File: src/rtl/seg7_scan_driver.sv
// -----------------------------------------------------------------------------
// seg7_scan_driver
//
// Time-multiplexes three active-low 7-segment codes (hundreds/tens/units) onto
// a common-anode 4-digit display with shared cathodes and active-low anodes.
// Each digit slot is REFRESH_DIV cycles long. The first BLANK_CYCLES cycles of
// a slot keep every anode off to avoid ghosting. Leading-zero blanking is
// optional. The inputs are captured once per frame, so a frame never tears.
//
// Parameters
//   REFRESH_DIV   clk cycles per digit slot (must exceed BLANK_CYCLES)
//   BLANK_CYCLES  dark cycles at the start of each slot (0 = no blank phase)
//
// Ports
//   clk         system clock, rising edge
//   rst_n       asynchronous active-low reset
//   en          1 = scan the display, 0 = display dark
//   seg_1..3    digit codes, active-low {g..a}; seg_1 = hundreds
//   dp_mask     decimal-point request, bit2 = digit1 .. bit0 = digit3, 1 = lit
//   blank_lz    1 = suppress leading zero digits
//   seg         cathode drive, active-low
//   dp          decimal-point cathode, active-low
//   an          anode drive, active-low; an[3] is unused and stays 1
//   digit_idx   slot being scanned (0..2)
//   frame_done  one-cycle pulse on the last cycle of the digit3 slot
// -----------------------------------------------------------------------------
module seg7_scan_driver #(
  parameter int REFRESH_DIV  = 100000,
  parameter int BLANK_CYCLES = 1000
) (
  input  logic       clk,
  input  logic       rst_n,
  input  logic       en,
  input  logic [6:0] seg_1,
  input  logic [6:0] seg_2,
  input  logic [6:0] seg_3,
  input  logic [2:0] dp_mask,
  input  logic       blank_lz,
  output logic [6:0] seg,
  output logic       dp,
  output logic [3:0] an,
  output logic [1:0] digit_idx,
  output logic       frame_done
);

  localparam int            CW        = (REFRESH_DIV > 1) ? $clog2(REFRESH_DIV) : 1;
  localparam logic [CW-1:0] CNT_LAST  = CW'(REFRESH_DIV - 1);
  localparam logic [CW-1:0] CNT_BLANK = CW'(BLANK_CYCLES);
  localparam logic [6:0]    ZERO_CODE = 7'b1000000;
  localparam logic [6:0]    SEG_DARK  = 7'h7F;
  localparam logic [3:0]    AN_OFF    = 4'b1111;

  typedef enum logic [1:0] {
    ST_IDLE,
    ST_BLANK,
    ST_SHOW
  } state_t;

  state_t        state_q, state_d;
  logic [CW-1:0] cnt_q, cnt_d;
  logic [1:0]    dig_q, dig_d;

  // Per-frame snapshot of the inputs.
  logic [6:0]    snap1_q, snap1_d;
  logic [6:0]    snap2_q, snap2_d;
  logic [6:0]    snap3_q, snap3_d;
  logic [2:0]    snap_dp_q, snap_dp_d;
  logic          snap_lz_q, snap_lz_d;

  // Registered outputs.
  logic [6:0]    seg_q, seg_d;
  logic          dp_q, dp_d;
  logic [3:0]    an_q, an_d;
  logic          fd_q, fd_d;

  logic          take_snap;
  logic          lz1, lz2;

  always_comb begin
    state_d   = state_q;
    cnt_d     = cnt_q;
    dig_d     = dig_q;
    snap1_d   = snap1_q;
    snap2_d   = snap2_q;
    snap3_d   = snap3_q;
    snap_dp_d = snap_dp_q;
    snap_lz_d = snap_lz_q;
    take_snap = 1'b0;
    seg_d     = SEG_DARK;
    dp_d      = 1'b1;
    an_d      = AN_OFF;
    fd_d      = 1'b0;
    lz1       = 1'b0;
    lz2       = 1'b0;

    // Slot sequencing. The counter holds the position inside the current slot.
    if (!en) begin
      state_d = ST_IDLE;
      cnt_d   = '0;
      dig_d   = 2'd0;
    end else if (state_q == ST_IDLE) begin
      cnt_d     = '0;
      dig_d     = 2'd0;
      take_snap = 1'b1;
    end else if (cnt_q == CNT_LAST) begin
      cnt_d = '0;
      if (dig_q == 2'd2) begin
        dig_d     = 2'd0;
        take_snap = 1'b1;   // wrap straight into the next frame
      end else begin
        dig_d = dig_q + 2'd1;
      end
    end else begin
      cnt_d = cnt_q + CW'(1);
    end

    if (take_snap) begin
      snap1_d   = seg_1;
      snap2_d   = seg_2;
      snap3_d   = seg_3;
      snap_dp_d = dp_mask;
      snap_lz_d = blank_lz;
    end

    // The blank phase is the first BLANK_CYCLES positions of every slot.
    if (en) begin
      state_d = (cnt_d < CNT_BLANK) ? ST_BLANK : ST_SHOW;
    end

    // Leading-zero chain: digit2 is only blanked when digit1 is blanked too.
    lz1 = snap_lz_d && (snap1_d == ZERO_CODE);
    lz2 = lz1 && (snap2_d == ZERO_CODE);

    // Outputs follow the state being entered on this edge.
    if (state_d == ST_SHOW) begin
      case (dig_d)
        2'd0: begin
          if (!lz1) begin
            an_d  = 4'b1011;
            seg_d = snap1_d;
            dp_d  = ~snap_dp_d[2];
          end
        end
        2'd1: begin
          if (!lz2) begin
            an_d  = 4'b1101;
            seg_d = snap2_d;
            dp_d  = ~snap_dp_d[1];
          end
        end
        2'd2: begin
          an_d  = 4'b1110;
          seg_d = snap3_d;
          dp_d  = ~snap_dp_d[0];
        end
        default: begin
          an_d = AN_OFF;
        end
      endcase
      fd_d = (dig_d == 2'd2) && (cnt_d == CNT_LAST);
    end
  end

  always_ff @(posedge clk or negedge rst_n) begin
    if (!rst_n) begin
      state_q   <= ST_IDLE;
      cnt_q     <= '0;
      dig_q     <= 2'd0;
      snap1_q   <= SEG_DARK;
      snap2_q   <= SEG_DARK;
      snap3_q   <= SEG_DARK;
      snap_dp_q <= 3'b000;
      snap_lz_q <= 1'b0;
      seg_q     <= SEG_DARK;
      dp_q      <= 1'b1;
      an_q      <= AN_OFF;
      fd_q      <= 1'b0;
    end else begin
      state_q   <= state_d;
      cnt_q     <= cnt_d;
      dig_q     <= dig_d;
      snap1_q   <= snap1_d;
      snap2_q   <= snap2_d;
      snap3_q   <= snap3_d;
      snap_dp_q <= snap_dp_d;
      snap_lz_q <= snap_lz_d;
      seg_q     <= seg_d;
      dp_q      <= dp_d;
      an_q      <= an_d;
      fd_q      <= fd_d;
    end
  end

  assign seg        = seg_q;
  assign dp         = dp_q;
  assign an         = an_q;
  assign digit_idx  = dig_q;
  assign frame_done = fd_q;

endmodule

File: config.mk
export PLATFORM = sky130hd
export DESIGN_NAME = seg7_scan_driver
export DESIGN_NICKNAME = d
export VERILOG_FILES = /design/src/rtl/seg7_scan_driver.sv
export SDC_FILE = /design/constraint.sdc
export NUM_CORES = 1
export LEC_CHECK = 0
export BUFFER_PORTS_ARGS = -buffer_cell sky130_fd_sc_hd__buf_2
export CAP_MARGIN = 0
export CORE_AREA = 2 2 78 80
export CTS_CLUSTER_SIZE = 20
export DETAILED_ROUTE_END_ITERATION = 10
export DIE_AREA = 0 0 80 82
export GPL_TIMING_DRIVEN = 0
export HOLD_SLACK_MARGIN = 0.1
export PLACE_DENSITY = 0.77
export RECOVER_POWER = 50
export REMOVE_ABC_BUFFERS = 1
export SYNTH_ARGS = -nofsm -noshare
export SYNTH_HDL_FRONTEND = slang
export SYNTH_SLANG_ARGS = --single-unit
File: constraint.sdc
create_clock -name clk -period 3.3 [get_ports clk]
set_clock_uncertainty 0.05 [all_clocks]
set_input_delay 0.99 -clock clk [delete_from_list [all_inputs] [get_ports clk]]
set_output_delay 0.99 -clock clk [all_outputs]
set_load 0.05 [all_outputs]
==> results of run 1 <==
-- final timing paths --
| check | to | slack (ns) | cells after the start |
|---|---|---|---|
| worst min-delay path | snap3_q[4] | 0.40 | 2 |
| worst max register to register | frame_done | 0.22 | 12 |
| worst min register to register | snap3_q[4] | 0.40 | 2 |
| min in group asynchronous | cnt_q[2] | 0.94 | 1 |
| worst max-delay path | frame_done | 0.22 | 12 |
| max in group asynchronous | digit_idx[0] | 1.43 | 1 |
-- cell families after synthesis --
logic type / after synthesis / synth area share (%)
AO/OA/AOI/OAI: 58 / 11.7
XOR/XNOR: 14 / 3.83
adder cells (fa/ha/maj): 5 / 1.96
buffers and inverters: 24 / 3.95
flip-flops: 58 / 46.6
multiplexers: 10 / 3.72
other: 1 / 0.117
AND/OR/NAND/NOR: 169 / 28.1
-- worst max-delay path, cell delays in order, from the launching register on --
cell      delay (ns)
dfrtp_1         0.42
ha_1            0.28
and4_2          0.29
nand2b_1        0.13
or2_2           0.35
nor3b_1         0.19
o21ai_1         0.13
inv_1           0.16
ha_4            0.25
nand4b_1        0.11
nor3_1          0.17
nand4_1         0.16
nor3_1          0.27
-- layout make-up --
cell class	count	area share (%)
clock buffer	14	4.64
tap	75	2.52
timing repair buffer	51	7.87
sequential	58	40.1
multi-input combinational	257	43.4
clock inverter	2	0.941
inverter	6	0.605
-- through the flow --
stage               instance area [µm²]  utilization (%)  power, µW  instances
floorplan                          3100                -        896        321
global placement                   3390             59.1        954        437
detailed placement                 3410             59.4        961        438
CTS                                3630             63.2       1650        454
global route                       3720             64.8       1700        463
finish                             3720             64.8       1630        463
-- power by group --
| part | internal (µW) | leakage, µW | total [µW] | switching, µW |
|---|---|---|---|---|
| registers | 779 | 0.000690 | 806 | 26.7 |
| logic | 58.5 | 0.000770 | 144 | 85.9 |
| clock network | 410 | 0.000107 | 682 | 271 |
-- layer usage --
layer  vias up  GRT usage (%)  share of wire [%]
li1       1275              -                  -
met1      1290           31.6                 44
met2        87           40.3                 50
met3        12           3.96                4.7
met4         0           11.2                1.7
met5         -              0                  0
-- synth_stat cells (all sizes together) (3+ instances only) --
library cell	number
nand2	75
dfstp	32
dfrtp	26
o21ai	26
nor2	19
and3	14
nor3	12
buf	9
clkbuf	9
mux2	9
nand3	9
xnor2	8
a21oi	7
nand4	7
inv	6
nand2b	6
nor4	6
o211ai	6
xor2	6
ha	5
or3	4
a211oi	3
a221oi	3
nor2b	3
nor3b	3
nor4b	3
or4	3
-- registers in the layout (all words and copies together) (netlist names), 2 cells and up --
register	cells
snap1_q	7
an	3
state_q	2
snap3_q	7
snap_dp_q	3
seg	7
digit_idx	2
cnt_q	17
snap2_q	7
-- timing repair --
item	CTS	global route
gates resized for setup	2	4
setup buffers	0	9
hold buffers	0	0
pin swaps	0	3
setup endpoints to repair	6	11
==> flow_summary.toml, run 1 <==
[status]
outcome = "complete, no violations"

[floorplanning]
core_um2 = 5750
die_y_um = 82
fp-row-count = 28
fp.dieW_um = 80
start_util_pct = 55.7
die_area_um2 = 6560
top_level_ports = 43

[drt]
drt-initial-drc-count = 206
routed_wl_mm = 7.46
wl_per_cell_um = 16.1
remaining_drc_errors = 0
vias_per_cell = 5.75
ant_nets = 0
first_pass_iters = 5
num_vias = 2664

[min_path]
holdCritStartpoint = "snap3_q[4]"
holdCritPathClass = "flop to flop"

[timing]
fin_crit_ns = 3.08
slew_headroom_pct = 6.93
setup_viol = 0
min_period_over_period_pct = 93.2
whs_ns = 0.405
finalHoldViolations = 0
tightest_slew_ns = 1.40
drv_slew = 0
tns_ns = 0
fmax_ghz = 0.325
rsz0062_at_grt = "false"
setup_slack_ns = 0.224

[clock_network]
h-tree-depth = 3
insertion_delay_ns = 0.33
cts_buffers = 9
clk_pin_slew_ns = 0.06
clockBufferDepth = 2
cts_tree = "built"
root_buffer = "clkbuf_8"
cts_sinks = 58

[yosys]
synth_top_area_share_pct = 26.3
async_flop_share_pct = 100
avgSynthCellArea_um2 = 9.44
synth_flop_cell = "dfstp_2"
synth-seq-area-share_pct = 46.6
yosys_register_bits = 58
synth_top_cell_by_area = "dfstp_2"
synth_edf_count = 0
synth_cells = 339
synth_area_um2 = 3200
yosys_warnings = 0
synthTopCellsByArea = "dfstp_2 (26%), dfrtp_1 (20%), nand2_1 (8.8%)"
ys_types = 57

[setup_path]
worst_ep_required_time_ns = 3.48
crit_arrival_ns = 3.25
worst_setup_path_startpoint = "cnt_q[0]"
worstSetupEndpointType = "flop"
startpoint_type = "flop"
path_max_fanout = 12
r2r_start = "cnt_q[0]"
worstSetupPathType = "flop to flop"

[cells_and_area]
drive_above_1_share_pct = 31.2
final_cell_mix = "nand2_1 (75), buf_2 (34), dfstp_2 (32)"
nets = 416
final_common_cell = "nand2_1"
num-fill-cells = 502
antennaDiodeCount = 0
multi_input_area_um2 = 1610
synthToLayoutAreaGrowth_pct = 16.3
register_area_um2 = 1490

[placed_design]
dp.final_hpwl_mm = 4.90
place_ws_ns = -0.104
gp_congestion = 0.932
portBuffers = 41

[global_route]
grt_pass1_vias = 2583
grt_use_total_pct = 24.4
grt_first_pass_wirelength_mm = 12.3
grt_max_degree = 59
overflow = 0
grt_antenna_before_repair = 0

[power_and_ir_drop]
leakagePower_uw = 0.00157
powerDensity_nw_per_um2 = 438
vdd_ir_drop_max_mv = 0.326

[flow_run]
cap_violations = 0
Note: power is estimated with default switching activity, not from simulation.
==> inputs of run 2 (changes only) <==
--- a/config.mk
+++ b/config.mk
@@ -6,13 +6,14 @@
 export NUM_CORES = 1
 export LEC_CHECK = 0
+export ABC_AREA = 1
 export BUFFER_PORTS_ARGS = -buffer_cell sky130_fd_sc_hd__buf_2
 export CAP_MARGIN = 0
-export CORE_AREA = 2 2 78 80
+export CORE_AREA = 2 2 79 81
 export CTS_CLUSTER_SIZE = 20
 export DETAILED_ROUTE_END_ITERATION = 10
-export DIE_AREA = 0 0 80 82
+export DIE_AREA = 0 0 81 83
 export GPL_TIMING_DRIVEN = 0
 export HOLD_SLACK_MARGIN = 0.1
-export PLACE_DENSITY = 0.77
+export PLACE_DENSITY = 0.78
 export RECOVER_POWER = 50
 export REMOVE_ABC_BUFFERS = 1
--- a/constraint.sdc
+++ b/constraint.sdc
@@ -3,3 +3,3 @@
 set_input_delay 0.99 -clock clk [delete_from_list [all_inputs] [get_ports clk]]
 set_output_delay 0.99 -clock clk [all_outputs]
-set_load 0.05 [all_outputs]
+set_load 0.005 [all_outputs]
==> run 2 against run 1 <==
Effect of this change: design area is 1.9% higher; combinational power increased by 19%; clock power is 11% higher; final cell count rose by 20%; register-to-register slack improved by 0.41 ns; fmax grew 4.1%; sequential share of layout area decreased by 0.75 points; total power grew 5.1%; critical path depth is the same; first-iteration DRC count decreased by 40%; critical endpoint is now dp; largest power group unchanged.
==> flow_summary.toml, run 2 <==
[yosys]
synthTopCellsByArea = "dfstp_2 (25%), dfrtp_1 (19%), nand2_1 (16%)"
synth_top_area_share_pct = 25.1
ys_types = 41
synth_common_cells = "nand2_1 (143), inv_1 (52), nand3_1 (49)"
yosys_register_bits = 58
async_flop_share_pct = 100
synth-seq-area-share_pct = 44.5
synth_most_common_cell = "nand2_1"
synth_cells = 438
synth_top_cell_by_area = "dfstp_2"
yosys_warnings = 0
synth_area_um2 = 3350
avgSynthCellArea_um2 = 7.64
synth_edf_count = 0
synth_flop_cell = "dfstp_2"

[setup_path]
cpMaxStageDelayCell = "clkbuf_4"
worstPathCellList = "clkbuf_4 > inv_1 > nor2_2 > nand2_1 > inv_2 > nand3_1 > nor2_1 > nand3b_1 > nand3_2 > nand2_1 > a21oi_1 > nand2_1"
worstSetupPathType = "input pin to flop"
rrSetupSlack_ns = 0.63
critPathMostFrequentCell = "nand2_1"
worst_setup_path_startpoint = "en"
worst_ep_required_time_ns = 3.51
path_max_fanout = 33
worstSetupEndpointType = "flop"
crit_family = "simple AND/OR/NAND/NOR gates"
r2r_start = "cnt_q[0]"
critPathBufInv = 3
startpoint_type = "input pin"
cpPeakStageDelay_ns = 0.35
crit_arrival_ns = 3.16

[cells_and_area]
largest_reg_flops = 17
register_area_um2 = 1490
drive_above_1_share_pct = 26.9
num-fill-cells = 503
multi_input_area_um2 = 1540
synthToLayoutAreaGrowth_pct = 13.3
final_cell_mix = "nand2_1 (144), inv_1 (52), nand3_1 (49)"
regMostFlops = "cnt_q"
antennaDiodeCount = 0
postLayoutCellArea_um2 = 3790
final_common_cell = "nand2_1"
nets = 508

[power_and_ir_drop]
finalPower_uw = 1720
vdd_ir_drop_max_mv = 0.227
leakagePower_uw = 0.00194
powerDensity_nw_per_um2 = 452

[drt]
vias_per_cell = 5.06
first_pass_iters = 4
routed_wl_mm = 7.01
ant_nets = 0
wl_per_cell_um = 12.6
drt-initial-drc-count = 124
remaining_drc_errors = 0
num_vias = 2810

[global_route]
grt_pass1_vias = 2692
grt_antenna_before_repair = 0
grt_max_degree = 59
grt_first_pass_wirelength_mm = 12.1
grt_use_total_pct = 23.0
overflow = 0

[clock_network]
cts_buffers = 9
clk_pin_slew_ns = 0.07
post_cts_buffers = 0
root_buffer = "clkbuf_8"
cts_sinks = 58
insertion_delay_ns = 0.33
h-tree-depth = 3
cts_tree = "built"
clockBufferDepth = 2

[timing]
setup_viol = 0
finalHoldViolations = 0
min_period_over_period_pct = 89.5
drv_slew = 0
tightest_slew_ns = 1.43
slew_headroom_pct = 4.86
whs_ns = 0.426
rsz0062_at_grt = "false"
fin_crit_ns = 2.95
fmax_ghz = 0.339

[status]
outcome = "complete, no violations"

[floorplanning]
start_util_pct = 57.6
fp-row-count = 28
fp.dieW_um = 81
top_level_ports = 43
die_y_um = 83
core_um2 = 5820
die_area_um2 = 6720

[placed_design]
dp.final_hpwl_mm = 5.12
detailed_place.area_um2 = 3550
gp_congestion = 0.925
portBuffers = 41

[min_path]
holdCritStartpoint = "snap3_q[6]"
holdCritPathClass = "flop to flop"

[flow_run]
cap_violations = 0
[run 2: cell types whose count changed in the layout (fill, tap and decap cells not counted), moves of 9 or more]
cell     previous run  this run
nand2_2             0         9
nor2_1             19        35
nand2_1            75       144
and3_1             13         0
o21ai_0            23         2
inv_1               6        52
nand3_1             7        49
[run 2: worst paths after layout]
kind,endpoint,depth (start not counted)
worst max-delay path,dp,12
worst min-delay path,snap3_q[6],2
worst max register to register,seg[5],15
worst min register to register,snap3_q[6],2
max in group asynchronous,snap_dp_q[1],1
min in group asynchronous,cnt_q[8],1
[run 2: timing repair]
action                     4_1_cts  5_1_grt
gates resized for setup          1        2
setup endpoints to repair        9        9
hold buffers                     0        0
pin swaps                        0        0
[run 2: report_power, final]
part	switching [µW]	internal, µW
clock network	287	467
registers	14.5	775
logic	113	58.9
[run 2: kinds of logic (layout without fill, tap and decap cells)]
| group | Yosys count | in the layout | synth area share (%) |
|---|---|---|---|
| adder cells (fa/ha/maj) | 5 | 5 | 1.87 |
| multiplexers | 2 | 2 | 0.785 |
| AND/OR/NAND/NOR | 275 | 275 | 38.6 |
| flip-flops | 58 | 58 | 44.5 |
| AO/OA/AOI/OAI | 16 | 16 | 3.14 |
| other | 1 | 1 | 0.112 |
| XOR/XNOR | 5 | 5 | 1.31 |
| buffers and inverters | 76 | 118 | 9.60 |
[run 2: cell type report]
cell class	instances	area share (%)
inverters	61	6.04
clock inverters	4	1.95
multi-input cells	304	40.7
flip-flops and latches	58	39.3
clock buffers	12	4.09
repair buffers	41	5.47
well taps	75	2.47
[run 2: routing by layer]
layer | GRT usage (%) | vias up | wire (µm) | share of wire [%]
met3 | 5.22 | 11 | 297 | 4.2
met2 | 36.5 | 65 | 3360 | 48
li1 | - | 1439 | - | -
met4 | 5.86 | 0 | 114 | 1.6
met1 | 31.7 | 1295 | 3240 | 46
met5 | 0 | - | 0 | 0
[run 2: tightest hold or removal path: cells and delay by family, from the launching register on]
kind / cells / cell delay [ns]
AND/OR/NAND/NOR: 2 / 0.11
flip-flops: 1 / 0.36
[run 2: per-stage QoR]
step	util, %	setup TNS [ns]	worst slack, ns	cells
floorplan	-	0	0.597	423
detailed placement	61.1	-4.79	-0.541	539
global placement	61.1	-3.86	-0.447	539
CTS	65.2	0	0.0312	555
global route	65.2	0	0.0607	555
finish	65.2	0	0.347	555
